$ cat src/rtl/mem_arb_pkg.sv
// Shared types and constants for the memory port arbiter.
// Latency: n/a (types only).
// Backpressure: n/a (types only).
package mem_arb_pkg;

  typedef enum logic [1:0] {
    IDLE = 2'd0,
    BUSY = 2'd1,
    RESP = 2'd2
  } arb_state_e;

  typedef enum logic {
    REQ_IF = 1'b0,
    REQ_D  = 1'b1
  } req_id_e;

  // Wide enough for any practical data width; users slice the low DATA_W/8 bits.
  localparam logic [63:0] BE_ALL = '1;

endpackage

$ cat src/rtl/arb_grant_sel.sv
// Combinational grant select between fetch (IF) and load/store (D) requesters.
// Latency: purely combinational, zero cycles.
// Backpressure: none; the caller decides when the grant is consumed.
// Config macro: MEM_ARB_RR_EN selects round-robin, otherwise fixed D > IF priority.
// Ports: if_req_i/d_req_i requests, last_i last granted requester,
//        any_o some request pending, grant_o chosen requester.
module arb_grant_sel
  import mem_arb_pkg::*;
(
  input  logic    if_req_i,
  input  logic    d_req_i,
  input  req_id_e last_i,
  output logic    any_o,
  output req_id_e grant_o
);

  assign any_o = if_req_i | d_req_i;

`ifdef MEM_ARB_RR_EN
  // On contention the requester that did not win last time goes next.
  always_comb begin
    grant_o = REQ_IF;
    if (if_req_i && d_req_i) begin
      grant_o = (last_i == REQ_D) ? REQ_IF : REQ_D;
    end else if (d_req_i) begin
      grant_o = REQ_D;
    end
  end
`else
  logic unused_last;
  assign unused_last = (last_i == REQ_D);

  always_comb begin
    grant_o = d_req_i ? REQ_D : REQ_IF;
  end
`endif

endmodule

$ cat src/rtl/mem_port_arbiter.sv
// Shares one single-ported memory between CPU fetch (IF) and load/store (D).
// Latency: req in IDLE at N -> mem_req at N+1; mem_ack at M -> *_valid at M+1 (>= 3 cycles/access).
// Backpressure: requesters hold req until *_valid, stall reports waiting; BUSY waits for mem_ack forever.
// Arbitration policy set by MEM_ARB_RR_EN (see arb_grant_sel).
// Ports: clk/reset (async active-low); if_* fetch port; d_* load/store port;
//        mem_* memory port; stall back to the CPU.
module mem_port_arbiter
  import mem_arb_pkg::*;
#(
  parameter int ADDR_W = 32,
  parameter int DATA_W = 32
) (
  input  logic                clk,
  input  logic                reset,
  input  logic                if_req,
  input  logic [ADDR_W-1:0]   if_addr,
  output logic [DATA_W-1:0]   if_rdata,
  output logic                if_valid,
  input  logic                d_req,
  input  logic                d_we,
  input  logic [ADDR_W-1:0]   d_addr,
  input  logic [DATA_W-1:0]   d_wdata,
  input  logic [DATA_W/8-1:0] d_be,
  output logic [DATA_W-1:0]   d_rdata,
  output logic                d_valid,
  output logic                mem_req,
  output logic                mem_we,
  output logic [ADDR_W-1:0]   mem_addr,
  output logic [DATA_W-1:0]   mem_wdata,
  output logic [DATA_W/8-1:0] mem_be,
  input  logic [DATA_W-1:0]   mem_rdata,
  input  logic                mem_ack,
  output logic                stall
);

  localparam int BE_W = DATA_W / 8;

  arb_state_e          state_q, state_d;
  req_id_e             grant_q, grant_d;
  req_id_e             ptr_q, ptr_d;
  logic [ADDR_W-1:0]   addr_q, addr_d;
  logic                we_q, we_d;
  logic [DATA_W-1:0]   wdata_q, wdata_d;
  logic [BE_W-1:0]     be_q, be_d;
  logic [DATA_W-1:0]   if_rdata_q, if_rdata_d;
  logic [DATA_W-1:0]   d_rdata_q, d_rdata_d;

  logic    any_req;
  req_id_e sel;

  arb_grant_sel u_grant_sel (
    .if_req_i (if_req),
    .d_req_i  (d_req),
    .last_i   (ptr_q),
    .any_o    (any_req),
    .grant_o  (sel)
  );

  always_comb begin
    state_d    = state_q;
    grant_d    = grant_q;
    ptr_d      = ptr_q;
    addr_d     = addr_q;
    we_d       = we_q;
    wdata_d    = wdata_q;
    be_d       = be_q;
    if_rdata_d = if_rdata_q;
    d_rdata_d  = d_rdata_q;

    unique case (state_q)
      IDLE: begin
        if (any_req) begin
          state_d = BUSY;
          grant_d = sel;
          ptr_d   = sel;
          // Snapshot the winner so later requester-side changes cannot leak in.
          if (sel == REQ_D) begin
            addr_d  = d_addr;
            we_d    = d_we;
            wdata_d = d_wdata;
            be_d    = d_we ? d_be : BE_ALL[BE_W-1:0];
          end else begin
            addr_d  = if_addr;
            we_d    = 1'b0;
            wdata_d = '0;
            be_d    = BE_ALL[BE_W-1:0];
          end
        end
      end
      BUSY: begin
        if (mem_ack) begin
          state_d = RESP;
          if (grant_q == REQ_IF) begin
            if_rdata_d = mem_rdata;
          end else if (!we_q) begin
            d_rdata_d = mem_rdata;
          end
        end
      end
      RESP: begin
        // Requests are ignored here so the finishing requester can deassert.
        state_d = IDLE;
      end
      default: begin
        state_d = IDLE;
      end
    endcase
  end

  always_ff @(posedge clk or negedge reset) begin
    if (!reset) begin
      state_q    <= IDLE;
      grant_q    <= REQ_IF;
      ptr_q      <= REQ_D;
      addr_q     <= '0;
      we_q       <= 1'b0;
      wdata_q    <= '0;
      be_q       <= '0;
      if_rdata_q <= '0;
      d_rdata_q  <= '0;
    end else begin
      state_q    <= state_d;
      grant_q    <= grant_d;
      ptr_q      <= ptr_d;
      addr_q     <= addr_d;
      we_q       <= we_d;
      wdata_q    <= wdata_d;
      be_q       <= be_d;
      if_rdata_q <= if_rdata_d;
      d_rdata_q  <= d_rdata_d;
    end
  end

  assign mem_req   = (state_q == BUSY);
  assign mem_we    = mem_req & we_q;
  assign mem_addr  = addr_q;
  assign mem_wdata = wdata_q;
  assign mem_be    = be_q;

  assign if_valid  = (state_q == RESP) && (grant_q == REQ_IF);
  assign d_valid   = (state_q == RESP) && (grant_q == REQ_D);
  assign if_rdata  = if_rdata_q;
  assign d_rdata   = d_rdata_q;

  assign stall     = (if_req & ~if_valid) | (d_req & ~d_valid);

endmodule

$ cat config.mk
export PLATFORM = sky130hd
export DESIGN_NAME = mem_port_arbiter
export DESIGN_NICKNAME = d
export VERILOG_FILES = /design/src/rtl/mem_arb_pkg.sv /design/src/rtl/arb_grant_sel.sv /design/src/rtl/mem_port_arbiter.sv
export SDC_FILE = /design/constraint.sdc
export NUM_CORES = 1
export LEC_CHECK = 0
export ABC_AREA = 1
export CAP_MARGIN = 10
export CORE_MARGIN = 2
export CORE_UTILIZATION = 35
export CTS_CLUSTER_SIZE = 24
export DETAILED_ROUTE_END_ITERATION = 7
export DONT_BUFFER_PORTS = 1
export HOLD_SLACK_MARGIN = 0.03
export SLEW_MARGIN = 20
export SYNTH_ARGS = -nofsm -noshare
export SYNTH_HDL_FRONTEND = slang
export SYNTH_SLANG_ARGS = --single-unit
$ cat constraint.sdc
create_clock -name clk -period 1.5 [get_ports clk]
set_clock_uncertainty 0.05 [all_clocks]
set_input_delay 0.15 -clock clk [delete_from_list [all_inputs] [get_ports clk]]
set_output_delay 0.15 -clock clk [all_outputs]
set_load 0.03 [all_outputs]
Word level (Yosys, flattened, before mapping)
Cells that the tools add are included.
Cells by class
  multiplexer cells: 9
  magnitude comparators: 0
  bitwise operators: 9
  $add $sub $neg: 0
  div/mod/pow operators: 0
  equality and inequality tests: 4
  shifts and indexed selects: 0
  multipliers: 0
  reductions and logical operators: 7
Operators with widths (count)
  two-way mux 32 bit: 2
  two-way mux 4 bit: 2
  two-way mux 2 bit: 2
  inverter 1 bit: 4
  case mux 2 bit (2 select lines): 1
  AND reduction 2 bit: 2
  AND reduction 4 bit: 1
  AND 1 bit: 3
  AND reduction 3 bit: 1
  == test 2 x 1 -> 1 bit, second input constant: 1
  == test 2 bit, second input constant: 1
  logical AND 1 bit: 2
  zero test 2 bit: 1
  two-way mux 1 bit: 2
  inequality test 2 x 1 -> 1 bit, second input constant: 1
  inequality test 2 bit, second input constant: 1
  OR 1 bit: 2
Word-level totals
  memory bits (writable): 0
  latch bits: 0
  bits of input ports: 138
  logic and storage cells: 37
  memories: 0
  memory bits (read-only): 0
  register bits: 136

Longest topological paths before layout
  word-level depth: 5
  gate-level depth with buffers: 8
  depth with buffers taken out: 6

Hierarchy
A second synthesis with hierarchy kept.
Second synthesis, totals
  cell total of the unflattened synthesis: 708
  area total of the unflattened synthesis: 5755.5 um^2
By module, submodules not included
  mem_port_arbiter: area each 5736.8 um^2, times used 1, seq. area each 3429.5 um^2, cells an instance 704
  arb_grant_sel: area each 18.8 um^2, times used 1, seq. area each 0.0 um^2, cells an instance 4

Least setup slack after synthesis
No wires, ideal clock.
  kind: register to output
  start point: register state_q[0]
  end point: output stall
  stages on the path, launching flop included: 5
  path slack: -96 ps
  required time: 1300 ps
  arrival time: 1396 ps
  cells stage by stage: dfrtp_1 > inv_2 > nand2_1 > nor2_1 > o21ai_0
Between the ends
  word-level cells in the longest chain between the ends: 5
  elaborated cells between the ends (all ways): 8
Ends and longest elaborated chain
  from (decl): line mem_port_arbiter.sv:38  | arb_state_e state_q, state_d;
  from (signal assigned): line mem_port_arbiter.sv:122  | state_q <= state_d;
  == test 2 bit: line mem_port_arbiter.sv:141  | assign d_valid = (state_q == RESP) && (grant_q == REQ_D);
  logical AND 1 bit: line mem_port_arbiter.sv:141
  net d_valid: line mem_port_arbiter.sv:25  | output logic d_valid,
  inverter 1 bit: line mem_port_arbiter.sv:145  | assign stall = (if_req & ~if_valid) | (d_req & ~d_valid);
  AND 1 bit: line mem_port_arbiter.sv:145
  OR 1 bit: line mem_port_arbiter.sv:145
  to (decl): line mem_port_arbiter.sv:33  | output logic stall
The timed path passes the listed nets, and every way through them passes these cells.

Worst setup path after layout
  start point: register state_q[0]
  end point: output stall
Between the ends
  word-level cells in the longest chain between the ends: 5
  elaborated cells between the ends (all ways): 8
Ends and longest elaborated chain (line)
  == test 2 bit (*): mem_port_arbiter.sv:140, mem_port_arbiter.sv:141
  logical AND 1 bit, on equally long branches: mem_port_arbiter.sv:140, mem_port_arbiter.sv:141
  inverter 1 bit: mem_port_arbiter.sv:145
  AND 1 bit: mem_port_arbiter.sv:145
  OR 1 bit (*): mem_port_arbiter.sv:145
Mark *: on every way between the ends. The rest lies on a longest branch, timed or not.

==> impl_metrics.env <==
export IMPL_status="complete, but fails checks"
export IMPL_failed_checks="negative hold slack, negative setup slack"
export IMPL_ctsHoldBuffers=135
export IMPL_ys_seq_area_share_pct=60.7
export IMPL_synth_edff_count=0
export IMPL_wl_um=16500
export IMPL_fmax_mhz=655
export IMPL_io_pins=275
export IMPL_ff_latch_area_um2=3410
export IMPL_initial_utilization_pct=35.6
export IMPL_worstPathRequired_ns=1.30
export IMPL_yosysTopAreaCell="dfrtp_1"
export IMPL_dp_hpwl_um=9760
export IMPL_ctsLongestPathBuffers=2
export IMPL_p_total_mw=17.9
export IMPL_clock_sinks=136
export IMPL_cts_buffers=17
export IMPL_grt_ovfl_total=0
export IMPL_syn_inst=697
export IMPL_fill_cells=1480
export IMPL_cellLeakagePower_nw=4.21
export IMPL_h_tree_depth=4
export IMPL_clockRootBuffer="clkbuf_16"
export IMPL_grt_usage_pct=18.8
export IMPL_hold_class="in -> async"
export IMPL_critPathLaunchType="flop"
export IMPL_finalSetupViolCount=1
export IMPL_synth_most_common_cell="nand2_1"
export IMPL_synthDominantCellAreaShare_pct=60.7
export IMPL_fin_crit_sh_pct=102
export IMPL_relSlewSlack_pct=76.2
export IMPL_die_h_um=131
export IMPL_core_area_um2=15800
export IMPL_clkTransAtPathRegs_ns=0.06
export IMPL_drv_slew=0
export IMPL_hold_violations=136
export IMPL_worstPathMaxFanout=3
export IMPL_grt_pass1_vias=4902
export IMPL_design_area_um2=7930
export IMPL_viasPerCell=4.64
export IMPL_num_vias=4967
export IMPL_fin_util_pct=50.3
export IMPL_die_w_um=131
export IMPL_end_kind="output port"
export IMPL_place_worst_setup_slack_ns=0.210
export IMPL_synthFlopType="dfrtp_1"
export IMPL_placed_cell_area_um2=5910
export IMPL_yosysWarnings=0
export IMPL_drive_gt1_share_pct=8.55
export IMPL_area_growth_pct=41.4
export IMPL_io_buffers=0
export IMPL_synthTopCellsByCount="496 x nand2_1, 136 x dfrtp_1, 23 x buf_2"
export IMPL_power_per_cell_area_nw_per_um2=2260
export IMPL_fp_row_count=46
export IMPL_wl_per_cell_um=15.4
export IMPL_fin_crit_ns=1.53
export IMPL_synthTopCellsByArea="dfrtp_1 61%, nand2_1 33%, buf_2 2.1%, buf_4 0.67%, nand3b_1 0.54%"
export IMPL_synth_seq_cells=136
export IMPL_worstSetupPathType="reg -> out"
export IMPL_hold_ws_ns=-0.620
export IMPL_first_pass_iters=4
export IMPL_dieArea_um2=17100
export IMPL_insertedDiodeCount=0
export IMPL_async_reset_ff_share_pct=100
export IMPL_synth_fp_nets=835
export IMPL_globalplace_congestion=0.737
export IMPL_nets=979
export IMPL_clk_latency_ns=0.41
export IMPL_timing_final_ws_setup_ns=-0.0275
export IMPL_synth_distinct_cells=15
export IMPL_multi_input_area_um2=2020
export IMPL_grt_start_max_net_pins=137
export IMPL_rsz0062_at_grt="yes"
export IMPL_netlist_area_um2=5610
export IMPL_crit_arrival_ns=1.33
export IMPL_ir_drop_uv=804
export IMPL_maxCapViolCount=0
export IMPL_drc=0
export IMPL_tightest_slew_ns=0.357
export IMPL_tritoncts="done"
export IMPL_grt_pass1_wl_um=24800
export IMPL_antenna_found_initial=0
export IMPL_drt_iter0_markers=242
export IMPL_ant_nets=0
export IMPL_synth_area_per_cell_um2=8.05
[layer usage]
metal	GRT usage, %	vias up	share of wire (%)
met2	30.9	247	47
met4	7.13	0	2.3
met1	22.0	2314	40
li1	-	2375	-
met3	7.86	31	11
met5	0	-	0
[power by group]
group | total, mW | internal [mW] | switching [mW] | leakage (nW)
Sequential | 9.99 | 5.33 | 4.66 | 1.71
Clock | 4.11 | 2.35 | 1.76 | 0.277
Combinational | 3.84 | 1.60 | 2.24 | 2.22
Total | 17.9 | 9.28 | 8.66 | 4.21
[layout make-up]
type	count	area share (%)
sequential	136	42.9
inverter	10	0.473
tap	216	3.41
timing repair buffer	158	20.5
clock buffer	17	5.36
multi-input combinational	518	25.4
clock inverter	15	1.94
[registers in the layout, indices dropped and copies added, names as in the netlist]
register / count
if_rdata: 32
grant_q: 1
mem_addr: 32
state_q: 2
mem_be: 4
d_rdata: 32
we_q: 1
mem_wdata: 32
[worst max-delay path: stages, from the launching register on]
cell     delay [ns]
dfrtp_1        0.39
inv_2          0.12
nand2_4        0.07
nor2_2         0.10
o21ai_1        0.07
buf_4          0.17
[final timing paths]
kind                                  from            end  slack (ns)  depth (start not counted)
worst max-delay path            state_q[0]          stall       -0.03                          5
worst min-delay path                 reset    d_rdata[11]       -0.62                          0
worst max register to register  state_q[1]  mem_wdata[26]        0.03                          8
worst min register to register  state_q[1]     state_q[0]        0.57                          3
max in group asynchronous            reset    if_rdata[6]        1.71                          0
min in group clk                     d_req      mem_be[1]        0.09                          4
[layout by cell type, fill, tap and decap left out]
cell type / Yosys / final
buf_12: 0 / 8
clkinv_4: 0 / 1
dfrtp_1: 136 / 134
nand3_1: 3 / 3
clkbuf_16: 0 / 17
inv_6: 0 / 8
bufinv_16: 0 / 1
nor2_2: 4 / 3
clkinvlp_4: 0 / 3
o21ai_0: 5 / 3
buf_6: 1 / 1
nand3b_1: 4 / 4
nor2_4: 1 / 3
dlygate4sd3_1: 0 / 134
nand2_4: 0 / 1
nor2_1: 4 / 3
dfrtp_2: 0 / 2
inv_2: 4 / 5
o21ai_2: 0 / 1
inv_1: 6 / 5
o21ai_1: 0 / 1
buf_4: 5 / 15
inv_8: 0 / 2
nand2_1: 496 / 494
nand2_2: 1 / 2
[kinds of logic (layout without fill, tap and decap cells)]
logic type / count (synthesis) / after routing / share of synthesized area (%)
and+or+nand+nor: 513 / 513 / 35.0
DFF: 136 / 136 / 60.7
buffers and inverters: 43 / 200 / 3.86
AOI/OAI and AO/OA: 5 / 5 / 0.446
[metrics by stage]
stage          instances  setup TNS, ns
6_report            1070        -0.0275
5_1_grt             1070         -0.464
4_1_cts             1066        -0.0584
3_5_place_dp         896              0
3_3_place_gp         896              0
2_1_floorplan        697              0
[what timing repair did]
| action | 4_1_cts | 5_1_grt |
|---|---|---|
| hold endpoints to repair | 271 | 136 |
| setup buffers | 3 | 4 |
| gates resized for setup | 5 | 6 |
| setup endpoints to repair | 3 | 5 |
| pin swaps | 1 | 2 |
(Power assumes the default switching activity.)
